## config.mk

```make
export PLATFORM = sky130hd
export DESIGN_NAME = zbt_mem_arbiter
export DESIGN_NICKNAME = d
export VERILOG_FILES = /design/src/rtl/zbt_mem_arbiter.sv
export SDC_FILE = /design/constraint.sdc
export NUM_CORES = 1
export LEC_CHECK = 0
export ABC_CLOCK_PERIOD_IN_PS = 8000
export CORE_MARGIN = 4
export CORE_UTILIZATION = 40
export DETAILED_ROUTE_END_ITERATION = 16
export GPL_ROUTABILITY_DRIVEN = 0
export PLACE_DENSITY = 0.81
export SYNTH_ARGS = -nofsm -noshare
export SYNTH_HDL_FRONTEND = slang
export SYNTH_SLANG_ARGS = --single-unit
```

## constraint.sdc

```tcl
create_clock -name clock -period 8 [get_ports clock]
set_input_delay 1.6 -clock clock [delete_from_list [all_inputs] [get_ports clock]]
set_output_delay 1.6 -clock clock [all_outputs]
set_load 0.05 [all_outputs]
```

## src/rtl/zbt_mem_arbiter.sv

```systemverilog
// zbt_mem_arbiter: shares one pipelined ZBT SRAM port between four pixel clients
// Ports: clock, reset (synchronous, active-high)
//   cli_flag/cli_wr/cli_addr/cli_wdata : per-client request, slice i = client i
//   cli_done : per-client completion pulse; rd_data : read return (pass-through of mem_rdata)
//   mem_addr/mem_we/mem_wdata : registered SRAM command; mem_rdata : SRAM read data
//   stat_grants : four 16-bit grant counters when MEM_ARB_STATS_EN is defined, else 0
module zbt_mem_arbiter #(
  parameter int ADDR_W = 19,
  parameter int DATA_W = 36,
  parameter int READ_LAT = 2,
  parameter int N_CLI = 4
) (
  input  logic                  clock,
  input  logic                  reset,
  input  logic [N_CLI-1:0]      cli_flag,
  input  logic [N_CLI-1:0]      cli_wr,
  input  logic [N_CLI*ADDR_W-1:0] cli_addr,
  input  logic [N_CLI*DATA_W-1:0] cli_wdata,
  output logic [N_CLI-1:0]      cli_done,
  output logic [DATA_W-1:0]     rd_data,
  output logic [ADDR_W-1:0]     mem_addr,
  output logic                  mem_we,
  output logic [DATA_W-1:0]     mem_wdata,
  input  logic [DATA_W-1:0]     mem_rdata,
  output logic [63:0]           stat_grants
);
  logic [N_CLI-1:0] pend, wr_q;
  logic [ADDR_W-1:0] addr_q [N_CLI];
  logic [DATA_W-1:0] wdata_q [N_CLI];
  logic [1:0] rr, sel, iss_cli;
  logic grant, iss_rd;
  logic [READ_LAT-1:0] tag_v;
  logic [1:0] tag_c [READ_LAT];

  function automatic logic [1:0] nxt(input logic [1:0] k);
    return k == 2'd3 ? 2'd1 : k + 2'd1;
  endfunction

  // client 0 wins outright; clients 1-3 are searched from rr, wrapping 3 -> 1
  always_comb begin
    grant = |pend;
    sel = pend[0] ? 2'd0 : pend[rr] ? rr : pend[nxt(rr)] ? nxt(rr) : nxt(nxt(rr));
  end

  always_ff @(posedge clock)
    for (int i = 0; i < N_CLI; i++)
      if (cli_flag[i] && !pend[i]) begin
        wr_q[i] <= cli_wr[i];
        addr_q[i] <= cli_addr[i*ADDR_W +: ADDR_W];
        wdata_q[i] <= cli_wdata[i*DATA_W +: DATA_W];
      end

  // iss_* marks the command on the bus this cycle; tag_* follows reads until data returns
  always_ff @(posedge clock)
    if (reset) begin
      pend <= '0;
      rr <= 2'd1;
      mem_we <= 1'b0;
      mem_addr <= '0;
      mem_wdata <= '0;
      iss_rd <= 1'b0;
      iss_cli <= 2'd0;
      tag_v <= '0;
    end else begin
      for (int i = 0; i < N_CLI; i++)
        if (cli_flag[i] && !pend[i]) pend[i] <= 1'b1;
      if (grant) begin
        pend[sel] <= 1'b0;
        mem_addr <= addr_q[sel];
        mem_wdata <= wdata_q[sel];
        if (sel != 2'd0) rr <= nxt(sel);
      end
      mem_we <= grant && wr_q[sel];
      iss_rd <= grant && !wr_q[sel];
      iss_cli <= sel;
      tag_v <= (tag_v << 1) | READ_LAT'(iss_rd);
      tag_c[0] <= iss_cli;
      for (int j = 1; j < READ_LAT; j++) tag_c[j] <= tag_c[j-1];
    end

  always_comb begin
    cli_done = '0;
    for (int i = 0; i < N_CLI; i++)
      cli_done[i] = (mem_we && iss_cli == 2'(i)) || (tag_v[READ_LAT-1] && tag_c[READ_LAT-1] == 2'(i));
  end

  assign rd_data = mem_rdata;

`ifdef MEM_ARB_STATS_EN
  logic [15:0] cnt [4];
  always_ff @(posedge clock)
    if (reset) cnt <= '{default: '0};
    else if (grant) cnt[sel] <= cnt[sel] + 16'd1;
  assign stat_grants = {cnt[3], cnt[2], cnt[1], cnt[0]};
`else
  assign stat_grants = '0;
`endif
endmodule

```

==> reports/qor.txt, run 1 <==
Final antenna-violating net count - 0
First-pass GRT wire length - 49100 um
Max Root-Sink Buffers - 3
DR WL/cell - 22.0 um
Skew final - 0.0253 ns
Initial Utilization - 40.9%
Flop pwr share - 37.6%
Clock slew at reported path FFs - 0.06 ns
Core ar. - 0.0298 mm^2
DPL Wire Length - 20900 um
Post-synth EDFFs - 228
Max_slew headroom - 31.5%
Largest area contributor in the netlist - edfxtp_1
Setup slack after layout - 4.08 ns
Area grow syn2layout - 30.9%
Hold buffer count at CTS - 0
Fillers - 2388
Worst min-delay path category - flop to flop
IO Port Bufs - 289
Period minus WS final - 3.92 ns
Initial antenna violation count - 1
Crit path launch - reset
Status - complete, no violations
TritonCTS clock tree - built
Main synth FF type - edfxtp_1
Static leakage - 6.11 nW
Ys async rst share - 0%
Final nets - 1368
Worst r2r src - rr[1]
Warnings from Yosys - 0
CTS Buf Count - 30
Total GRT Usage - 18.8%
Switching share of power - 36.5%
Net Sw Power - 0.00201 W
GR Overflow Total - 0
FF+latch count, synth - 295
Share of cells above drive strength 1 - 7.33%
Post-CTS Setup Repair Bufs - 0
Power Density - 346 mW/mm^2
Setup CP Type - primary input to flop
FMAX - 0.255 GHz
Pre-CTS setup slack - 3.58 ns
Most frequent cells in the layout - clkdlybuf4s50_1 (289), edfxtp_1 (228), and3_1 (110)
Endpoints failing setup - 0
Post-DP Area - 0.0149 mm^2
Total of max-cap violations - 0
Crit-path max FO - 69
Fin. max-slew vios - 0
# resized after CTS - 0
Final Cycle Share - 49.1%
Vias after detailed routing - 8059
Synth top area cells - edfxtp_1 (56%), dfxtp_1 (11%), buf_4 (6.4%), and3_1 (5.7%), mux2i_1 (4.7%)
Netlist cell types - 42
Sequential area share after synthesis - 67.2%
Drt total wl - 33200 um
Remaining DRCs - 0
RSZ-0062 raised after global routing - false
Hold Startpoint - tag_c[0][0]
Critical path capture point type - flop
Worst-skew pair later-pin latency - 0.57 ns
Post-synth top area share - 56.2%
Comb power frac - 35.1%
Die area - 0.0333 mm^2
Clock power share - 27.3%
Final instance area - 0.0159 mm^2
Fin. Hold Viols - 0
Setup TNS - 0 ns
Most common cell after layout, fill and taps aside - clkdlybuf4s50_1
Finished Layout Cells - 1510
Synth Area per Inst - 14.1 um^2
Worst path max stage delay - 0.89 ns
Worst IR drop on VDD - 0.000202 V
Std cell rows - 63
Crit-path slowest cell - nor2_4
IO Pins - 426
Pin count of the biggest net entering global routing - 70
H-tree depth - 1
CTS sink cnt - 295
Iteration-0 DRC Markers - 525
CP Launch Type - primary input
Routed vias/inst - 5.34
Synth Cell Area - 0.0122 mm^2
Gate Count Post-Synth - 865
TritonRoute pass-1 iters - 6
Pin slew with the least headroom to its limit - 1.03 ns
Root buffer cell - clkbuf_16
Worst EP arrival - 4.38 ns
Worst-path cell chain - clkdlybuf4s50_1, nor2_4, buf_4, and3_1, a31oi_1, o211ai_1
Area of the multi-input gates - 0.00316 mm^2
Register Area - 0.00819 mm^2
Top delay family on crit path - buffers and inverters
WP buf/inv - 2
Internal - 0.00350 W
Cells after DPL - 1453
Vias in the first global route - 8689
Die height - 182 um
DIE WIDTH - 182 um
Worst path required time - 8.46 ns
## flip-flops by register name, indices dropped and copies added (netlist names), 2 cells and up
register,count
wr_q,4
mem_wdata,36
addr_q,76
wdata_q,144
tag_v,2
mem_addr,19
pend,4
rr,2
tag_c,4
iss_cli,2
## through the flow
step	util [%]	hold WS (ns)	power, W
after floorplan	-	0.400	0.00349
after global placement	49.9	0.403	0.00399
after detailed placement	49.9	0.420	0.00404
after CTS	53.5	0.432	0.00556
after global routing	53.5	0.442	0.00576
final	53.5	0.430	0.00551
## power groups by stage
| stage | Clock [W] | Combinational [W] | Sequential, W |
|---|---|---|---|
| 6_report | 0.00150 | 0.00194 | 0.00207 |
| 3_3_place_gp | 0 | 0.00190 | 0.00209 |
| 2_1_floorplan | 0 | 0.00109 | 0.00240 |
| 4_1_cts | 0.00154 | 0.00195 | 0.00207 |
| 5_1_grt | 0.00159 | 0.00207 | 0.00209 |
| 3_5_place_dp | 0 | 0.00195 | 0.00210 |
## worst paths after layout
| kind | to | cells past startpoint | slack, ns |
|---|---|---|---|
| max reg2reg | rr[0] | 12 | 4.12 |
| min reg2reg | tag_c[0][2] | 0 | 0.43 |
| max | mem_wdata[2] | 6 | 4.08 |
| min | tag_c[0][2] | 0 | 0.43 |
## cell usage after synthesis (9+ instances only)
| cell type | count |
|---|---|
| edfxtp_1 | 228 |
| mux2i_1 | 57 |
| clkbuf_1 | 38 |
| dfxtp_1 | 67 |
| o211ai_1 | 45 |
| o211ai_2 | 10 |
| and3_1 | 110 |
| nand4_1 | 55 |
| buf_4 | 104 |
| buf_2 | 18 |
| nor2_1 | 9 |
| a31oi_1 | 56 |
## layout make-up
type	count	share of cell area, %
flip-flops and latches	295	51.4
inverters	9	0.212
clock inverters	16	1.58
repair buffers	302	18.8
multi-input cells	457	19.8
clock buffers	40	5.20
diodes	1	0.0157
well taps	390	3.06
## cells by family after synthesis
| family | synth area share, % |
|---|---|
| mux | 4.78 |
| flops | 67.2 |
| compound gates | 8.17 |
| other cells | 0.0308 |
| fa+ha+maj | 0.719 |
| simple gates | 9.81 |
| buf+inv | 9.24 |
## metal layers
layer / up-vias / track usage [%] / routed length (um)
met5: - / 0 / 0
met4: 0 / 8.26 / 1270
met3: 95 / 5.64 / 3070
met2: 391 / 33.6 / 16900
met1: 3941 / 20.8 / 12000
li1: 3632 / - / -
(Power assumes the default switching activity.)
==> inputs of run 2 (changes only) <==
ABC_CLOCK_PERIOD_IN_PS = 4030   (was 8000)
clock period = 4.03 ns   (was 8 ns; I/O delays follow)
==> run 2 against run 1 <==
Combinational power up 100%; cell count up 0.46%; critical path depth down 3; flip-flop and latch count unchanged; via count down 0.21%; sequential power up 99%; total power up 98%; first-iteration DRC count down 19%; utilization up 0.24 points; clock skew down 0.014 ns; critical path type is now flop to primary output.
==> reports/qor.txt, run 2 (same netlist as run 1, synthesis figures left out) <==
Iteration-0 DRC Markers - 425
Worst path required time - 3.22 ns
Core ar. - 0.0298 mm^2
Status - complete, no violations
Final instance area - 0.0160 mm^2
GR Overflow Total - 0
Total GRT Usage - 19.0%
Top delay family on crit path - buffers and inverters
Hold buffer count at CTS - 0
Routed wire length on met3 - 2970 um
Vias in the first global route - 8747
Pin slew with the least headroom to its limit - 1.04 ns
Max_slew headroom - 30.8%
H-tree depth - 1
Drt total wl - 33600 um
Root buffer cell - clkbuf_16
Max reg flops - 144
Routed vias/inst - 5.30
Pin count of the biggest net entering global routing - 61
Final nets - 1375
WL met2 - 17200 um
Register with the most flip-flops - wdata_q
Setup TNS - 0 ns
Setup CP Type - flop to primary output
Worst-skew pair later-pin latency - 0.57 ns
Max Root-Sink Buffers - 3
# resized after CTS - 0
FMAX - 0.330 GHz
Crit-path max FO - 5
Fin. Hold Viols - 0
Worst min-delay path category - flop to flop
TritonRoute pass-1 iters - 5
Post-Route M1 WL - 12200 um
DIE WIDTH - 182 um
Vias after detailed routing - 8042
First-pass GRT wire length - 49600 um
CTS Buf Count - 31
WP buf/inv - 2
Std cell rows - 63
Pwr Total - 0.0109 W
Area grow syn2layout - 31.5%
Worst IR drop on VDD - 0.000500 V
Initial antenna violation count - 0
Post-CTS Setup Repair Bufs - 0
Fin. max-slew vios - 0
Ant diodes - 0
IO Port Bufs - 289
DPL Wire Length - 22300 um
Post-DP Area - 0.0150 mm^2
Initial Utilization - 40.9%
CP Launch Type - flop
Endpoints failing setup - 0
Die area - 0.0333 mm^2
Skew final - 0.0116 ns
Final antenna-violating net count - 0
Total of max-cap violations - 0
Remaining DRCs - 0
Most frequent cells in the layout - clkdlybuf4s50_1 (289), edfxtp_1 (228), and3_1 (110)
Clock slew at reported path FFs - 0.06 ns
Worst-path cell chain - inv_1, o32ai_1, clkdlybuf4s50_1
Top sig layer - met4
CTS sink cnt - 295
Share of cells above drive strength 1 - 8.07%
Most common cell after layout, fill and taps aside - clkdlybuf4s50_1
DR WL/cell - 22.1 um
Crit-path slowest cell - clkdlybuf4s50_1
Fillers - 2369
Period minus WS final - 3.03 ns
Worst EP arrival - 2.23 ns
RSZ-0062 raised after global routing - false
Die height - 182 um
Power Density - 683 mW/mm^2
Largest regs - wdata_q x144, addr_q x76, mem_wdata x36
Critical path capture point type - primary output
TritonCTS clock tree - built
IO Pins - 426
Final Cycle Share - 75.3%
Worst path max stage delay - 0.89 ns
Static leakage - 6.16 nW
[run 2: cell type report]
cell class / count / area, um^2 / share of cell area, %
clock buffer: 50 / 948 / 5.92
sequential: 295 / 8190 / 51.1
inverter: 9 / 33.8 / 0.211
tap: 390 / 488 / 3.05
clock inverter: 8 / 111 / 0.695
timing repair buffer: 308 / 3090 / 19.3
multi-input combinational: 457 / 3160 / 19.7
[run 2: worst paths after layout]
kind,cells past startpoint,from,endpoint,slack (ns)
max,3,mem_we,cli_done[0],1.0
min,0,tag_c[0][0],tag_c[0][2],0.42
max reg2reg,8,rr[0],iss_rd,1.16
min reg2reg,0,tag_c[0][0],tag_c[0][2],0.42
[run 2: metal layers]
metal / global-route usage, % / up-vias
met1: 21.1 / 3924
met5: 0 / -
li1: - / 3656
met4: 7.05 / 0
met2: 33.9 / 363
met3: 6.12 / 99
[run 2: worst reg2reg max path, cell delays in order, from the launching register on]
cell      delay [ns]
dfxtp_1         0.41
nor2b_1         0.30
a21oi_4         0.08
buf_4           0.33
a21boi_4        0.25
inv_2           0.43
buf_4           0.54
nand2_1         0.15
a32o_1          0.27
[run 2: metrics by stage]
stage	setup slack (ns)	cells	hold slack [ns]	utilization (%)
after global placement	1.17	1459	0.404	50.2
after floorplan	0.275	928	0.400	-
after CTS	0.954	1517	0.425	53.7
final	0.997	1517	0.422	53.7
after global routing	0.913	1517	0.432	53.7
after detailed placement	1.11	1459	0.419	50.2
[run 2: power breakdown]
part	switching [W]	leakage, nW	internal, W
Combinational	0.00263	2.90	0.00129
Clock	0.00116	0.523	0.00174
Sequential	0.000234	2.74	0.00387
Total	0.00402	6.16	0.00691
